File: src/rtl/uart_frame_rx_if.sv
// Byte-in / frame-out bus of the UART framing stage.
//   rx_drdy_in, rx_data_in : raw received byte strobe and data
//   pix_*                  : payload stream (FWFT FIFO head, valid/ready)
//   cmd_out, len_out       : header fields of the current/last frame
//   cmd_valid_out          : header-complete pulse
//   frame_ok_out/err_out   : end-of-frame pulses, err_code_out reason
//   busy_out               : frame in progress
// master = the UART/consumer side, slave = the framer.
interface uart_frame_rx_if;
  logic        rx_drdy_in;
  logic [7:0]  rx_data_in;
  logic [7:0]  pix_data_out;
  logic        pix_last_out;
  logic        pix_valid_out;
  logic        pix_ready_in;
  logic [7:0]  cmd_out;
  logic [15:0] len_out;
  logic        cmd_valid_out;
  logic        frame_ok_out;
  logic        frame_err_out;
  logic [1:0]  err_code_out;
  logic        busy_out;

  modport master (
    output rx_drdy_in, rx_data_in, pix_ready_in,
    input  pix_data_out, pix_last_out, pix_valid_out, cmd_out, len_out,
           cmd_valid_out, frame_ok_out, frame_err_out, err_code_out, busy_out
  );

  modport slave (
    input  rx_drdy_in, rx_data_in, pix_ready_in,
    output pix_data_out, pix_last_out, pix_valid_out, cmd_out, len_out,
           cmd_valid_out, frame_ok_out, frame_err_out, err_code_out, busy_out
  );
endinterface

File: src/rtl/uart_frame_rx.sv
// Host frame parser: SOF, CMD, LEN_H, LEN_L, payload, CHK (XOR).
// Ports:
//   clk_in  : system clock
//   rst_in  : asynchronous active-low reset
//   bus     : uart_frame_rx_if.slave (byte input, payload stream, status)
// Payload bytes go through a small first-word-fall-through FIFO whose
// entries carry {last, data}. A full FIFO drops bytes (still counted and
// checksummed) and marks the frame as overflowed.
module uart_frame_rx #(
  parameter logic [7:0]  SOF_BYTE    = 8'hA5,
  parameter int unsigned FIFO_AW     = 3,
  parameter int unsigned TIMEOUT_CYC = 100000
) (
  input  logic            clk_in,
  input  logic            rst_in,
  uart_frame_rx_if.slave  bus
);

  localparam int unsigned DEPTH = 1 << FIFO_AW;
  localparam int unsigned CW    = FIFO_AW + 1;
  localparam int unsigned TW    = $clog2(TIMEOUT_CYC + 1);

  typedef enum logic [2:0] {
    S_IDLE, S_CMD, S_LEN_H, S_LEN_L, S_PAYLOAD, S_CHK
  } state_t;

  localparam logic [1:0] ERR_NONE = 2'd0;
  localparam logic [1:0] ERR_OVF  = 2'd1;
  localparam logic [1:0] ERR_TMO  = 2'd2;
  localparam logic [1:0] ERR_CHK  = 2'd3;

  state_t         state_q;
  logic [7:0]     cmd_q;
  logic [15:0]    len_q;
  logic [15:0]    rem_q;
  logic [7:0]     chk_q;
  logic           ovf_q;
  logic [TW-1:0]  tmo_q;
  logic           cmd_valid_q;
  logic           ok_q;
  logic           err_q;
  logic [1:0]     err_code_q;

  logic [8:0]         mem_q [DEPTH];
  logic [FIFO_AW-1:0] wr_q;
  logic [FIFO_AW-1:0] rd_q;
  logic [CW-1:0]      cnt_q;
  logic [CW-1:0]      cnt_d;
  logic               pix_valid_q;

  logic push_req_c;
  logic push_c;
  logic pop_c;
  logic full_c;
  logic drop_c;
  logic [15:0] len_new_c;

  // FIFO handshake; a full FIFO still accepts when the head leaves this cycle
  always_comb begin
    pop_c      = pix_valid_q && bus.pix_ready_in;
    full_c     = (cnt_q == CW'(DEPTH));
    push_req_c = bus.rx_drdy_in && (state_q == S_PAYLOAD);
    push_c     = push_req_c && (!full_c || pop_c);
    drop_c     = push_req_c && !push_c;
    len_new_c  = {len_q[15:8], bus.rx_data_in};
    cnt_d      = cnt_q;
    if (push_c && !pop_c) begin
      cnt_d = cnt_q + CW'(1);
    end else if (!push_c && pop_c) begin
      cnt_d = cnt_q - CW'(1);
    end
  end

  // FIFO storage and pointers
  always_ff @(posedge clk_in or negedge rst_in) begin
    if (!rst_in) begin
      for (int i = 0; i < int'(DEPTH); i++) begin
        mem_q[i] <= '0;
      end
      wr_q        <= '0;
      rd_q        <= '0;
      cnt_q       <= '0;
      pix_valid_q <= 1'b0;
    end else begin
      if (push_c) begin
        mem_q[wr_q] <= {(rem_q == 16'd1), bus.rx_data_in};
        wr_q        <= wr_q + FIFO_AW'(1);
      end
      if (pop_c) begin
        rd_q <= rd_q + FIFO_AW'(1);
      end
      cnt_q       <= cnt_d;
      pix_valid_q <= (cnt_d != '0);
    end
  end

  // Frame state machine, header registers, checksum, timeout and status pulses
  always_ff @(posedge clk_in or negedge rst_in) begin
    if (!rst_in) begin
      state_q     <= S_IDLE;
      cmd_q       <= '0;
      len_q       <= '0;
      rem_q       <= '0;
      chk_q       <= '0;
      ovf_q       <= 1'b0;
      tmo_q       <= '0;
      cmd_valid_q <= 1'b0;
      ok_q        <= 1'b0;
      err_q       <= 1'b0;
      err_code_q  <= ERR_NONE;
    end else begin
      cmd_valid_q <= 1'b0;
      ok_q        <= 1'b0;
      err_q       <= 1'b0;
      if (bus.rx_drdy_in) begin
        // a byte always wins over a coincident timeout
        tmo_q <= '0;
        unique case (state_q)
          S_IDLE: begin
            if (bus.rx_data_in == SOF_BYTE) begin
              state_q    <= S_CMD;
              err_code_q <= ERR_NONE;
              ovf_q      <= 1'b0;
            end
          end
          S_CMD: begin
            cmd_q   <= bus.rx_data_in;
            chk_q   <= bus.rx_data_in;
            state_q <= S_LEN_H;
          end
          S_LEN_H: begin
            len_q[15:8] <= bus.rx_data_in;
            chk_q       <= chk_q ^ bus.rx_data_in;
            state_q     <= S_LEN_L;
          end
          S_LEN_L: begin
            len_q[7:0]  <= bus.rx_data_in;
            chk_q       <= chk_q ^ bus.rx_data_in;
            rem_q       <= len_new_c;
            cmd_valid_q <= 1'b1;
            state_q     <= (len_new_c == 16'd0) ? S_CHK : S_PAYLOAD;
          end
          S_PAYLOAD: begin
            chk_q <= chk_q ^ bus.rx_data_in;
            if (rem_q != 16'd0) begin
              rem_q <= rem_q - 16'd1;
            end
            if (drop_c) begin
              ovf_q <= 1'b1;
            end
            if (rem_q <= 16'd1) begin
              state_q <= S_CHK;
            end
          end
          S_CHK: begin
            state_q <= S_IDLE;
            if (ovf_q) begin
              err_q      <= 1'b1;
              err_code_q <= ERR_OVF;
            end else if (bus.rx_data_in != chk_q) begin
              err_q      <= 1'b1;
              err_code_q <= ERR_CHK;
            end else begin
              ok_q <= 1'b1;
            end
          end
          default: state_q <= S_IDLE;
        endcase
      end else if (state_q != S_IDLE) begin
        if (tmo_q == TW'(TIMEOUT_CYC - 1)) begin
          // abandon the frame; queued payload is left for the consumer
          state_q    <= S_IDLE;
          tmo_q      <= '0;
          err_q      <= 1'b1;
          err_code_q <= ERR_TMO;
        end else begin
          tmo_q <= tmo_q + TW'(1);
        end
      end
    end
  end

  assign bus.pix_data_out  = mem_q[rd_q][7:0];
  assign bus.pix_last_out  = mem_q[rd_q][8];
  assign bus.pix_valid_out = pix_valid_q;
  assign bus.cmd_out       = cmd_q;
  assign bus.len_out       = len_q;
  assign bus.cmd_valid_out = cmd_valid_q;
  assign bus.frame_ok_out  = ok_q;
  assign bus.frame_err_out = err_q;
  assign bus.err_code_out  = err_code_q;
  assign bus.busy_out      = (state_q != S_IDLE);

endmodule

File: src/flat_wrapper.sv
// flat-port wrapper written by rule: the top's interface ports become plain ports
module uart_frame_rx_flat 
#(
  parameter logic [7:0]  SOF_BYTE    = 8'hA5,
  parameter int unsigned FIFO_AW     = 3,
  parameter int unsigned TIMEOUT_CYC = 100000
)
  (clk_in, rst_in, bus_rx_drdy_in, bus_rx_data_in, bus_pix_ready_in, bus_pix_data_out, bus_pix_last_out, bus_pix_valid_out, bus_cmd_out, bus_len_out, bus_cmd_valid_out, bus_frame_ok_out, bus_frame_err_out, bus_err_code_out, bus_busy_out);
  uart_frame_rx_if bus_i ();
  input  logic clk_in;
  input  logic rst_in;
  input wire logic [$bits(bus_i.rx_drdy_in)-1:0] bus_rx_drdy_in;
  input wire logic [$bits(bus_i.rx_data_in)-1:0] bus_rx_data_in;
  input wire logic [$bits(bus_i.pix_ready_in)-1:0] bus_pix_ready_in;
  output wire logic [$bits(bus_i.pix_data_out)-1:0] bus_pix_data_out;
  output wire logic [$bits(bus_i.pix_last_out)-1:0] bus_pix_last_out;
  output wire logic [$bits(bus_i.pix_valid_out)-1:0] bus_pix_valid_out;
  output wire logic [$bits(bus_i.cmd_out)-1:0] bus_cmd_out;
  output wire logic [$bits(bus_i.len_out)-1:0] bus_len_out;
  output wire logic [$bits(bus_i.cmd_valid_out)-1:0] bus_cmd_valid_out;
  output wire logic [$bits(bus_i.frame_ok_out)-1:0] bus_frame_ok_out;
  output wire logic [$bits(bus_i.frame_err_out)-1:0] bus_frame_err_out;
  output wire logic [$bits(bus_i.err_code_out)-1:0] bus_err_code_out;
  output wire logic [$bits(bus_i.busy_out)-1:0] bus_busy_out;
  assign bus_i.rx_drdy_in = bus_rx_drdy_in;
  assign bus_i.rx_data_in = bus_rx_data_in;
  assign bus_i.pix_ready_in = bus_pix_ready_in;
  assign bus_pix_data_out = bus_i.pix_data_out;
  assign bus_pix_last_out = bus_i.pix_last_out;
  assign bus_pix_valid_out = bus_i.pix_valid_out;
  assign bus_cmd_out = bus_i.cmd_out;
  assign bus_len_out = bus_i.len_out;
  assign bus_cmd_valid_out = bus_i.cmd_valid_out;
  assign bus_frame_ok_out = bus_i.frame_ok_out;
  assign bus_frame_err_out = bus_i.frame_err_out;
  assign bus_err_code_out = bus_i.err_code_out;
  assign bus_busy_out = bus_i.busy_out;
  uart_frame_rx #(.SOF_BYTE(SOF_BYTE), .FIFO_AW(FIFO_AW), .TIMEOUT_CYC(TIMEOUT_CYC)) u_core (.clk_in(clk_in), .rst_in(rst_in), .bus(bus_i));
endmodule
File: config.mk
export PLATFORM = sky130hd
export DESIGN_NAME = uart_frame_rx_flat
export DESIGN_NICKNAME = d
export VERILOG_FILES = /design/src/rtl/uart_frame_rx_if.sv /design/src/rtl/uart_frame_rx.sv /design/src/flat_wrapper.sv
export SDC_FILE = /design/constraint.sdc
export NUM_CORES = 1
export LEC_CHECK = 0
export BUFFER_PORTS_ARGS = -buffer_cell sky130_fd_sc_hd__buf_2
export CAP_MARGIN = 20
export CORE_MARGIN = 5
export CORE_UTILIZATION = 30
export CTS_CLUSTER_DIAMETER = 100
export CTS_CLUSTER_SIZE = 28
export DETAILED_ROUTE_END_ITERATION = 8
export HOLD_SLACK_MARGIN = 0.08
export SLEW_MARGIN = 20
export SYNTH_ARGS = -nofsm -noshare
export SYNTH_HDL_FRONTEND = slang
export SYNTH_SLANG_ARGS = --single-unit
export TNS_END_PERCENT = 20
File: constraint.sdc
create_clock -name clk_in -period 2 [get_ports clk_in]
set_clock_uncertainty 0.05 [all_clocks]
set_input_delay 0.2 -clock clk_in [delete_from_list [all_inputs] [get_ports clk_in]]
set_output_delay 0.2 -clock clk_in [all_outputs]
set_load 0.01 [all_outputs]
==> Word-level counts from Yosys, hierarchy flattened <==
Cells that the tools add are included.
{ "word_totals": {"reg_bits": 157, "inputBits": 12, "output_inout_bits": 40, "wordCells": 127} }
{ "classes": {"n_addsub": 6, "order_cmp": 4, "eq_ne": 17, "muxes": 43, "bitwise_logic": 3, "n_reduce_logical": 30} }
{ "ops": {"columns": ["op", "count"], "rows": [
  ["72-bit bitwise mux", 1],
  ["17-bit 2-to-1 mux", 3],
  ["16-bit one-hot mux with 2 select lines", 1],
  ["9-bit binary-select mux with 3-bit select", 1],
  ["9-bit demux with 3-bit select", 1],
  ["9-bit 2-to-1 mux", 3],
  ["17-bit by 1-bit adder with 17-bit output, second input constant", 1],
  ["17-bit == test, second input constant", 1],
  ["16-bit by 1-bit == test with 1-bit output, second input constant", 1],
  ["16-bit by 1-bit less-or-equal comparator with 1-bit output, second input constant", 1],
  ["16-bit zero test", 1],
  ["16-bit 2-to-1 mux", 1],
  ["8-bit one-hot mux with 2 select lines", 1],
  ["16-bit nonzero test", 1],
  ["16-bit by 1-bit subtractor with 16-bit output, second input constant", 1],
  ["1-bit 2-to-1 mux", 15],
  ["3-bit 2-to-1 mux", 5],
  ["3-bit one-hot mux with 5 select lines", 1],
  ["2-bit 2-to-1 mux", 6],
  ["2-bit nonzero test", 5],
  ["8-bit == test, second input constant", 1],
  ["4-bit greater-or-equal comparator, second input constant", 2],
  ["4-bit 2-to-1 mux", 2],
  ["8-bit != test", 1],
  ["other kinds (29)", 46]
]} }

==> Logic depth before layout (Yosys ltp) <==
Gate-level depths: netlist of the first run.
{ "depth": {"word_depth": 9, "mapped_depth": 8, "depth_no_buf": 7} }

==> Worst setup path after synthesis of the first run <==
OpenSTA, ideal clock, no wires.
{ "synth_timing": {"path_kind": "flip-flop to flip-flop", "start": "reg u_core.rem_q[0]", "end": "reg u_core.rem_q[12]", "setup_ns": 0.131, "arrival_ns": 1.880, "required_ns": 1.819, "setup_slack_ns": -0.061, "stages_incl_launch_ff": 7, "n_path_buf": 0, "period_less_slack_ns": 2.061, "cell_sequence": "dfrtp_1 > inv_1 > ha_1 > nor3b_1 > or3b_1 > o32ai_1 > a21oi_1"} }
{ "synth_between": {"elab_chain_len": 3, "elab_cells_between_ends": 6, "cone_classes": "add/sub: 1; eq/ne: 1; mux: 2; reduce/logical: 2"} }
{ "synth_rtl": {"columns": ["item", "line", "text"], "rows": [
  ["from (decl)", "uart_frame_rx.sv:35", "logic [15:0] rem_q;"],
  ["from (signal assigned)", "uart_frame_rx.sv:139", "rem_q <= len_new_c;"],
  ["from (signal assigned)", "uart_frame_rx.sv:146", "rem_q <= rem_q - 16'd1;"],
  ["16-bit by 1-bit subtractor with 16-bit output or 16-bit nonzero test (tied branches)", "uart_frame_rx.sv:146, uart_frame_rx.sv:145", null],
  ["16-bit 2-to-1 mux or 2-bit != test (tied branches)", null, null],
  ["16-bit one-hot mux with 2 select lines or 3-bit AND reduction (tied branches)", null, null]
]} }
Several ways; a longest one is shown, not always the timed one. The select of a mux whose other input is x is not followed.
A chain may end at the register's enable or synchronous reset.

==> Worst setup path in the final report of the first run <==
{ "layout_timing": {"start": "reg u_core.rd_q[0]", "end": "out bus_pix_data_out[1]"} }
{ "layout_between": {"elab_chain_len": 4} }
{ "layout_rtl": {"columns": ["item", "line", "text"], "rows": [
  ["from (decl)", "uart_frame_rx.sv:46", "logic [FIFO_AW-1:0] rd_q;"],
  ["from (signal assigned)", "uart_frame_rx.sv:90", "rd_q <= rd_q + FIFO_AW'(1);"],
  ["3-bit NOT with 4-bit output (not written as such)", "uart_frame_rx.sv:183", "assign bus.pix_data_out = mem_q[rd_q][7:0];"],
  ["9-bit binary-select mux with 3-bit select", "uart_frame_rx.sv:183", null],
  ["9-bit 2-to-1 mux (not written as such) (2 in a row)", "uart_frame_rx.sv:183", null],
  ["to (decl)", "flat_wrapper.sv:15", "output wire logic [$bits(bus_i.pix_data_out)-1:0] bus_pix_data_out;"]
]} }
Every way passes these cells. The select of a mux whose other input is x is not followed.

==> results of run 1 <==
sequential cells by signal (all words and copies together) (netlist names):
register and flops:
u_core.rem_q 16, u_core.rd_q 3, u_core.bus.frame_ok_out 1, u_core.mem_q 72
u_core.cnt_q 4, u_core.bus.cmd_valid_out 1, u_core.tmo_q 17, u_core.bus.pix_valid_out 1
u_core.bus.len_out 16, u_core.bus.cmd_out 8, u_core.bus.err_code_out 2, u_core.chk_q 8
u_core.bus.frame_err_out 1, u_core.wr_q 3, u_core.state_q 3, u_core.ovf_q 1
through the flow:
step	instances	instance area, um^2	total power [mW]	worst slack (ns)
4_1_cts	1162	9950	14.1	-0.297
2_1_floorplan	704	8100	8.44	0.00326
5_1_grt	1167	10200	15.3	-0.335
3_5_place_dp	1125	9240	10.6	-0.0182
6_report	1168	10200	14.4	-0.271
3_3_place_gp	1125	9240	10.5	0.0162
logic make-up (layout without fill, tap and decap cells):
logic type	Yosys count	in the layout
compound gates	153	153
xor+xnor	24	24
fa+ha+maj	8	8
buf+inv	64	186
flops	157	157
mux	113	113
other cells	0	1
simple gates	185	185
area by class of cell:
class / instances / area (um^2) / area share [%]
multi-input combinational: 483 / 4070 / 39.8
sequential: 157 / 3930 / 38.4
timing repair buffer: 137 / 1130 / 11.1
clock buffer: 19 / 453 / 4.43
tap: 341 / 427 / 4.17
clock inverter: 13 / 149 / 1.46
inverter: 17 / 63.8 / 0.624
antenna: 1 / 2.50 / 0.0245
layer usage:
metal | vias to the layer above | part of all wire, %
li1 | 2832 | -
met1 | 3057 | 48
met2 | 134 | 48
met3 | 17 | 3.6
met4 | 0 | 0.85
met5 | - | 0
power by group through the flow:
stage / combinational, mW / sequential [mW] / clock (mW)
finish: 6.03 / 5.04 / 3.28
global route: 6.59 / 5.18 / 3.48
CTS: 5.76 / 4.99 / 3.36
detailed placement: 5.58 / 5.04 / 0
global placement: 5.48 / 5.01 / 0
floorplan: 3.51 / 4.93 / 0
critical path, cell delays in order (launching register included):
cell and delay [ns]:
dfrtp_2 0.43, buf_12 0.18, mux4_2 0.53, mux2_4 0.32, buf_6 0.13
cells in the final DEF, fill, tap and decap left out, types with 27 or more instances in the layout:
cell     count
dfrtp_1    155
a21oi_1     37
mux2_4      28
nor2_1      44
nand2_1     54
o21ai_1     27
buf_4       67
mux2_1      43
o22ai_1     27
buf_2       41
worst max path at each step:
stage | from | to | slack [ns] | cells after the start
after global routing | u_core.rd_q[0] | bus_pix_data_out[1] | -0.34 | 4
final | u_core.rd_q[0] | bus_pix_data_out[1] | -0.27 | 4
after floorplan | u_core.rd_q[0] | bus_pix_last_out | 0.003 | 4
after global placement | u_core.cnt_q[0] | u_core.mem_q[33] | 0.02 | 8
after detailed placement | u_core.cnt_q[0] | u_core.mem_q[28] | -0.02 | 8
after CTS | u_core.rd_q[0] | bus_pix_data_out[1] | -0.30 | 4
what timing repair did:
| action | CTS | global route |
|---|---|---|
| gates resized for setup | 13 | 47 |
| buffers inserted | 0 | 3 |
| hold buffers | 5 | 0 |
| gates cloned | 0 | 2 |
| hold endpoints to repair | 100 | 0 |
| setup endpoints to repair | 26 | 74 |
| pin swaps | 1 | 2 |
==> out/metrics.cfg, run 1 <==
[yosys]
synthDistinctLibCells = 78
syn_area_per_cell_um2 = 11.5
synth_edf_count = 0
yosys_warnings = 0
synth_area_um2 = 8090
synthAdderAreaFrac_pct = 1.24
async_reset_ff_share_pct = 100
synth_compound_area_share_pct = 12.2
synthCells = 704
synth-seq-cells = 157
syn-num-nets = 724
synth_simple_gate_area_share_pct = 13.8
synth_area_leaders = dfrtp_1 49%, mux2_1 8.8%, mux4_2 5.0%
yosys.area.top_type = dfrtp_1
synthFlopType = dfrtp_1
yosys-top-cells-count = 157 x dfrtp_1, 63 x mux2_1, 54 x nand2_1
muxShareOfSynthArea_pct = 18.2
yosysMostFrequentCell = dfrtp_1
synth_top_area_share_pct = 48.6
synth_xor_area_share_pct = 2.60
yosysSeqAreaShare_pct = 48.6
synth_top_family_by_area = multiplexers

[clock_network]
h-tree-depth = 4
insertion_delay_ns = 0.43
cts.sinks = 157
cts_inserted_buffers = 17
clock-root-buffer = clkbuf_16
clk_path_buf_depth = 2
clkTransAtPathRegs_ns = 0.07
tritoncts = built

[worst_setup_path]
worstRegToRegCells = 8
r2r_start = u_core.cnt_q[1]
worstReg2RegEnd = u_core.mem_q[34]
r2r_slack_ns = -0.03
crit_arrival_ns = 2.02
worstPathMaxFanout = 10
cp-start-kind = flip-flop
critPathKind = reg2out
endpoint_kind = output pin
critical_path_required_ns = 1.75

[layout]
final_core_util_pct = 38.3
drive_above_1_share_pct = 32.8
fillers = 2610
nNetsFinal = 833
area_growth_pct = 26.4

[detailed_routing]
via_count = 6040
vias_per_cell = 5.17
wl_mm = 21.1
drtIter0Drc = 507
ant_nets = 0
wl_per_cell_um = 18.0
route.detailed.drc = 0
dr.pass1.iters = 6

[outcome]
violations = setup timing
status = finished with violations

[pwr]
clockPowerShare_pct = 22.9
p_int_mw = 9.02
p_per_area_nw_per_um2 = 1400
power.switching_mw = 5.33
seqPwrFrac_pct = 35.1
power.leakage_nw = 4.65
ir_worst_vdd_mv = 0.617
comb_power_share_pct = 42.0
swShare_pct = 37.1

[worst_hold_path]
worstHoldStart = bus_rx_data_in[5]
hold_end = u_core.bus.cmd_out[5]
hold_path_class = in2reg
hold_depth = 2

[grt]
grt_use_met3_pct = 2.57
busiest_layer = met2
track_usage_pct = 14.0
grt_max_degree = 48
grt_pass1_vias = 6098
grt_remaining_overflow = 0
antenna_found_initial = 0
grt_pass1_wl_mm = 34.3
met2_usage_pct = 22.1
met1_usage_pct = 20.0

[timing]
setup_violations = 15
period_minus_slack_ns = 2.27
whs_ns = 0.107
worstMarginPinSlew_ns = 0.582
period_share_pct = 114
hold_viol = 0
rsz0062_at_grt = yes
setup_tns_ns = -2.20
worst_slack_ns = -0.271
final_max_slew_viol_count = 0
clock.fmax_mhz = 440
slew_headroom_pct = 61.2

[floorplanning]
pin_count = 52
design.die.area_um2 = 30400
die_h_um = 174
die_width_um = 174
start_util_pct = 30.3
design.core.area_um2 = 26700
rows = 60

[flow_run]
cap_violations = 0

[placement]
io_buffers = 51
place_hpwl_mm = 14.4
place_congestion = 0.825

Power figures use the tool's default switching activity.
==> run 2, diff against run 1 <==
--- a/config.mk
+++ b/config.mk
@@ -6,8 +6,7 @@
 export NUM_CORES = 1
 export LEC_CHECK = 0
 export BUFFER_PORTS_ARGS = -buffer_cell sky130_fd_sc_hd__buf_2
-export CAP_MARGIN = 20
-export CORE_MARGIN = 5
+export CAP_MARGIN = 10
 export CORE_UTILIZATION = 30
 export CTS_CLUSTER_DIAMETER = 100
 export CTS_CLUSTER_SIZE = 28
==> constraint.sdc (replaced) <==
create_clock -name clk_in -period 2.9 [get_ports clk_in]
set_clock_uncertainty 0.05 [all_clocks]
set_input_delay 0.29 -clock clk_in [delete_from_list [all_inputs] [get_ports clk_in]]
set_output_delay 0.29 -clock clk_in [all_outputs]
set_load 0.01 [all_outputs]
==> run 2 against run 1 <==
Compared with the run above:
- final cell count decreased by 6.5%
- power shrank 37%
- count of clock-buffer cells in the layout is 1 lower
- the flow finishes with violations (DRC)
- sequential power decreased by 30%
- highest routed layer unchanged
- utilization shrank 2.9 points
- non-clock buffer count shrank 67
- combinational power decreased by 45%
- die area fell by 9.0%
- setup slack gained 0.68 ns
- sequential share of layout area up 3.8 points
- register-to-register slack better by 0.49 ns
- first-iteration DRC count shrank 20%
==> out/metrics.cfg, run 2 (synthesized netlist as in run 1, its figures left out) <==
[outcome]
status = finished with violations
violations = DRC

[worst_setup_path]
cp-start-kind = flip-flop
path_delay_family = multiplexers
critPathKind = reg2out
worstPathMaxFanout = 20  ; +10
endpoint_kind = output pin
crit_arrival_ns = 2.15  ; +0.13 ns
cpPeakStageDelay_ns = 0.57  ; +0.04 ns
crit_chain = buf_4, mux4_2, mux2_2, buf_2
crit_path_top_delay_cell = mux4_2
r2r_slack_ns = 0.46  ; +0.49 ns
crit_buf_inv = 2  ; unchanged
critical_path_required_ns = 2.56  ; +0.81 ns

[detailed_routing]
route.detailed.drc = 6  ; +6
wl_per_cell_um = 18.3  ; +1.7%
ant_nets = 0  ; unchanged
dr.pass1.iters = 9  ; +3
topRoutingLayerUsed = met4
wl_met2_mm = 9.38  ; -6.9%
via_count = 5827  ; -3.5%
vias_per_cell = 5.34  ; +3.2%
drtIter0Drc = 406  ; -20%
wl_met1_mm = 9.43  ; -6.2%
wl_mm = 20.0  ; -4.9%
routed-wl-met3_um = 888  ; +17%

[timing]
slew_headroom_pct = 36.6  ; -25 points
setup_violations = 0  ; -15
rsz0062_at_grt = no
worst_slack_ns = 0.406  ; +0.677 ns
period_minus_slack_ns = 2.49
setup_tns_ns = 0  ; +2.20 ns
clock.fmax_mhz = 401
hold_viol = 0  ; unchanged
period_share_pct = 86.0
worstMarginPinSlew_ns = 0.942  ; +0.360 ns
final_max_slew_viol_count = 0  ; unchanged

[floorplanning]
design.core.area_um2 = 26300  ; -1.7%
die_h_um = 166  ; -4.6%
rows = 59  ; -1.7%
die_width_um = 166  ; -4.6%
pin_count = 52  ; unchanged
start_util_pct = 30.8  ; +0.51 points
design.die.area_um2 = 27600  ; -9.0%

[clock_network]
tritoncts = built
cts_setup_buffers = 0  ; unchanged
clk_path_buf_depth = 2  ; unchanged
cts.sinks = 157  ; unchanged
cts_inserted_buffers = 17  ; unchanged
clkTransAtPathRegs_ns = 0.06  ; about the same
h-tree-depth = 4  ; unchanged
insertion_delay_ns = 0.42  ; about the same
cts_hold_buf = 1  ; -4
clock-root-buffer = clkbuf_16
cts_resized = 0  ; -13

[layout]
area_growth_pct = 15.0
top_regs = u_core.mem_q x72, u_core.tmo_q x17
layout_commonest_cell = dfrtp_1
fin_area_um2 = 9310  ; -9.0%
drive_above_1_share_pct = 22.6  ; -10 points
fillers = 2620  ; +0.38%
most-common-layout-cells = 157 x dfrtp_1, 63 x mux2_1, 54 x nand2_1, 50 x buf_2, 44 x nor2_1
nNetsFinal = 766  ; -8.0%
n_antenna_cell = 0  ; -1
register_area_um2 = 3930  ; about the same
largest_reg_flops = 72  ; unchanged
largest_register = u_core.mem_q
multi_input_area_um2 = 3880  ; -4.7%

[pwr]
p_per_area_nw_per_um2 = 978  ; -30%
finalPower_mw = 9.10  ; -37%
ir_worst_vdd_mv = 0.362  ; -41%
power.leakage_nw = 4.18  ; -10%

[placement]
place_congestion = 0.799  ; -3.1%
place_hpwl_mm = 13.2  ; -8.4%
io_buffers = 51  ; unchanged
pre_cts_slack_ns = 0.465  ; +0.483 ns
placed_cell_area_um2 = 8700  ; -5.8%

[grt]
grt_remaining_overflow = 0  ; unchanged
antenna_found_initial = 0  ; unchanged
grt_pass1_vias = 5771  ; -5.4%
track_usage_pct = 15.1  ; +1.1 points
grt_max_degree = 74  ; +54%
grt_pass1_wl_mm = 32.6  ; -5.0%

[flow_run]
cap_violations = 0  ; unchanged

[worst_hold_path]
hold_path_class = in2reg

[run 2: cell types whose count changed in the layout (fill, tap and decap cells not counted), sizes merged]
cell         previous run  this run
dlygate4sd3             5         1
diode                   1         0
clkinv                  3         2
clkbuf                 22        18
buf                   129        69
inv                    23        21
bufinv                  1         3
[run 2: area by class of cell]
cell class	instances	area share [%]
Sequential cell	157	42.2
Multi-Input combinational cell	483	41.7
Clock inverter	12	1.76
Clock buffer	18	4.61
Tap cell	335	4.50
Timing Repair Buffer	70	4.50
Inverter	17	0.686
[run 2: path summary, 6_finish.rpt]
check,from,endpoint,cells after the start
max in group asynchronous,rst_in,u_core.tmo_q[9],3
worst min-delay path,bus_rx_drdy_in,u_core.tmo_q[4],2
worst min register to register,u_core.bus.len_out[3],u_core.bus.len_out[3],2
worst max-delay path,u_core.rd_q[0],bus_pix_data_out[2],4
min in group asynchronous,rst_in,u_core.mem_q[46],2
worst max register to register,u_core.cnt_q[1],u_core.mem_q[29],6
[run 2: worst register-to-register path: cells and delay by family, from the launching register on]
kind	cells	cell delay [ns]
flip-flops	1	0.43
AND/OR/NAND/NOR	2	0.76
adder cells (fa/ha/maj)	1	0.21
AO/OA/AOI/OAI	1	0.40
multiplexers	1	0.38
buffers and inverters	1	0.09
[run 2: per-stage QoR]
stage | hold slack [ns] | std cells | util [%]
2_1_floorplan | -0.0556 | 704 | -
3_3_place_gp | 0.321 | 1061 | 33.1
3_5_place_dp | 0.325 | 1061 | 33.1
4_1_cts | 0.133 | 1092 | 35.4
5_1_grt | 0.153 | 1092 | 35.4
6_report | 0.143 | 1092 | 35.4
[run 2: metal layers]
metal / vias up / GRT usage [%]
met5: - / 0
met4: 0 / 4.79
met3: 23 / 3.17
met2: 154 / 23.9
met1: 2966 / 20.6
li1: 2684 / -
[run 2: report_power, final]
part           total [mW]  internal (mW)  switching, mW
registers            3.52           2.86          0.661
logic                3.29           1.49           1.80
clock network        2.29           1.36          0.934
==> run 3, diff against run 2 <==
--- a/config.mk
+++ b/config.mk
@@ -12,6 +12,7 @@
 export CTS_CLUSTER_SIZE = 28
 export DETAILED_ROUTE_END_ITERATION = 8
 export HOLD_SLACK_MARGIN = 0.08
+export PLACE_DENSITY_LB_ADDON = 0.15
 export SLEW_MARGIN = 20
 export SYNTH_ARGS = -nofsm -noshare
 export SYNTH_HDL_FRONTEND = slang
==> run 3 against run 2 <==
Compared with the run above:
- the flow now finishes without violations
- count of clock-buffer cells in the layout shrank 1
- clock power increased by 3%
- wire length increased by 6.3%
- critical path depth unchanged
- utilization rose by 0.11 points
- register-to-register slack worse by 0.04 ns
- non-clock buffer count shrank 3
- setup slack got worse by 0.045 ns
- global-route usage is 1.3 points higher
- critical path type unchanged
- largest power group unchanged
==> out/metrics.cfg, run 3 (synthesized netlist as in run 1, its figures left out) <==
[worst_setup_path]
critPathKind = reg2out
startpoint = u_core.rd_q[0]
crit_path_top_delay_cell = mux4_2
endpoint_kind = output pin
r2r_start = u_core.rem_q[0]
r2r_slack_ns = 0.42  ; -0.04 ns
crit_chain = buf_4, mux4_2, mux2_2, buf_2
crit_arrival_ns = 2.20  ; +0.05 ns
crit_buf_inv = 2  ; unchanged
cpPeakStageDelay_ns = 0.59  ; +0.02 ns
critical_path_required_ns = 2.56  ; about the same
worstPathMaxFanout = 20  ; unchanged
cp-start-kind = flip-flop
worstReg2RegEnd = u_core.rem_q[12]
path_delay_family = multiplexers
worstRegToRegCells = 6  ; unchanged

[grt]
grt_pass1_wl_mm = 35.0  ; +7.4%
grt_pass1_vias = 6079  ; +5.3%
grt_max_degree = 69  ; -6.8%
track_usage_pct = 16.4  ; +1.3 points
antenna_found_initial = 0  ; unchanged
grt_remaining_overflow = 0  ; unchanged

[clock_network]
cts.sinks = 157  ; unchanged
clock-root-buffer = clkbuf_16
clk_path_buf_depth = 2  ; unchanged
cts_resized = 0  ; unchanged
tritoncts = built
clkTransAtPathRegs_ns = 0.07  ; about the same
h-tree-depth = 4  ; unchanged
cts_inserted_buffers = 17  ; unchanged
insertion_delay_ns = 0.43  ; about the same

[detailed_routing]
route.detailed.drc = 0  ; -6
wl_per_cell_um = 19.5  ; +6.4%
via_count = 5888  ; +1.0%
vias_per_cell = 5.40  ; +1.1%
ant_nets = 0  ; unchanged
wl_mm = 21.3  ; +6.3%
drtIter0Drc = 417  ; +2.7%
dr.pass1.iters = 7  ; -2

[flow_run]
cap_violations = 0  ; unchanged

[layout]
top_regs = u_core.mem_q x72, u_core.tmo_q x17
layout_commonest_cell = dfrtp_1
largest_reg_flops = 72  ; unchanged
most-common-layout-cells = 157 x dfrtp_1, 63 x mux2_1, 54 x nand2_1, 50 x buf_2, 44 x nor2_1
n_antenna_cell = 0  ; unchanged
area_growth_pct = 15.4
drive_above_1_share_pct = 22.6  ; +0.030 points
fin_area_um2 = 9340  ; +0.31%
nNetsFinal = 763  ; -0.39%
final_core_util_pct = 35.5  ; +0.11 points
largest_register = u_core.mem_q

[placement]
place_congestion = 0.798  ; -0.13%
place_hpwl_mm = 13.9  ; +4.8%
placed_cell_area_um2 = 8690  ; -0.12%
io_buffers = 51  ; unchanged

[timing]
setup_violations = 0  ; unchanged
slew_headroom_pct = 52.4  ; +16 points
final_max_slew_viol_count = 0  ; unchanged
period_share_pct = 87.6  ; +1.6 points
clock.fmax_mhz = 394  ; -1.8%
rsz0062_at_grt = no
period_minus_slack_ns = 2.54  ; +0.0454 ns
setup_tns_ns = 0  ; unchanged
worstMarginPinSlew_ns = 0.714  ; -0.228 ns
hold_viol = 0  ; unchanged

[worst_hold_path]
hold_depth = 2  ; unchanged
hold_end = u_core.tmo_q[4]
worstHoldStart = bus_rx_drdy_in
hold_path_class = in2reg

[floorplanning]
pin_count = 52  ; unchanged
design.core.area_um2 = 26300  ; unchanged
die_width_um = 166  ; unchanged
start_util_pct = 30.8  ; unchanged
design.die.area_um2 = 27600  ; unchanged
rows = 59  ; unchanged
die_h_um = 166  ; unchanged

[pwr]
ir_worst_vdd_mv = 0.425  ; +18%
power.leakage_nw = 4.19  ; +0.29%
p_per_area_nw_per_um2 = 984  ; +0.59%

[outcome]
status = finished, final reports clean

[run 3: cell types whose count changed in the layout (fill, tap and decap cells not counted), sizes merged]
cell | before | now
buf | 69 | 66
clkinv | 2 | 7
clkbuf | 18 | 17
bufinv | 3 | 0
clkinvlp | 3 | 0
inv | 21 | 25
[run 3: worst register-to-register path: stages (launching register included)]
cell     delay (ns)
dfrtp_1        0.43
inv_1          0.18
ha_1           0.33
nor3b_1        0.46
or3b_1         0.49
o32ai_1        0.31
a21oi_1        0.11
[run 3: layout make-up]
| type | instances | area (um^2) |
|---|---|---|
| Clock inverter | 15 | 206 |
| Fill cell | 2622 | 16900 |
| Sequential cell | 157 | 3930 |
| Clock buffer | 17 | 425 |
| Tap cell | 335 | 419 |
| Inverter | 17 | 63.8 |
| Multi-Input combinational cell | 483 | 3880 |
| Timing Repair Buffer | 67 | 409 |
[run 3: through the flow]
step,cells,worst slack [ns],hold slack [ns],power (mW)
2_1_floorplan,704,0.813,-0.0556,5.82
3_3_place_gp,1058,0.521,0.321,6.77
3_5_place_dp,1058,0.443,0.330,6.89
4_1_cts,1091,0.297,0.126,9.28
5_1_grt,1091,0.218,0.142,9.81
6_report,1091,0.360,0.137,9.18
[run 3: where the power goes]
group | switching [mW] | total, mW | internal [mW] | leakage (nW)
registers | 0.672 | 3.53 | 2.86 | 2.04
logic | 1.82 | 3.30 | 1.49 | 1.85
clock network | 1.15 | 2.35 | 1.20 | 0.302
total | 3.64 | 9.18 | 5.54 | 4.19
[run 3: worst max path at each step]
stage                           to  slack [ns]  depth (start not counted)
2_1_floorplan     bus_pix_last_out        0.81                          4
3_3_place_gp      u_core.rem_q[10]        0.52                          7
3_5_place_dp      u_core.rem_q[12]        0.44                          6
4_1_cts        bus_pix_data_out[3]        0.30                          4
5_1_grt           u_core.rem_q[12]        0.22                          6
6_report       bus_pix_data_out[3]        0.36                          4
[run 3: repair_timing]
action / 4_1_cts / 5_1_grt
setup buffers: 0 / 0
hold endpoints to repair: 66 / 0
hold buffers: 1 / 0
[run 3: metal layers]
metal	up-vias	share of wire, %	routed length (um)	GRT usage [%]
met5	-	0	0	0
met4	0	1.2	265	4.71
met3	21	3.4	722	2.93
met2	128	48	10300	26.9
met1	3049	47	10000	22.1
li1	2690	-	-	-
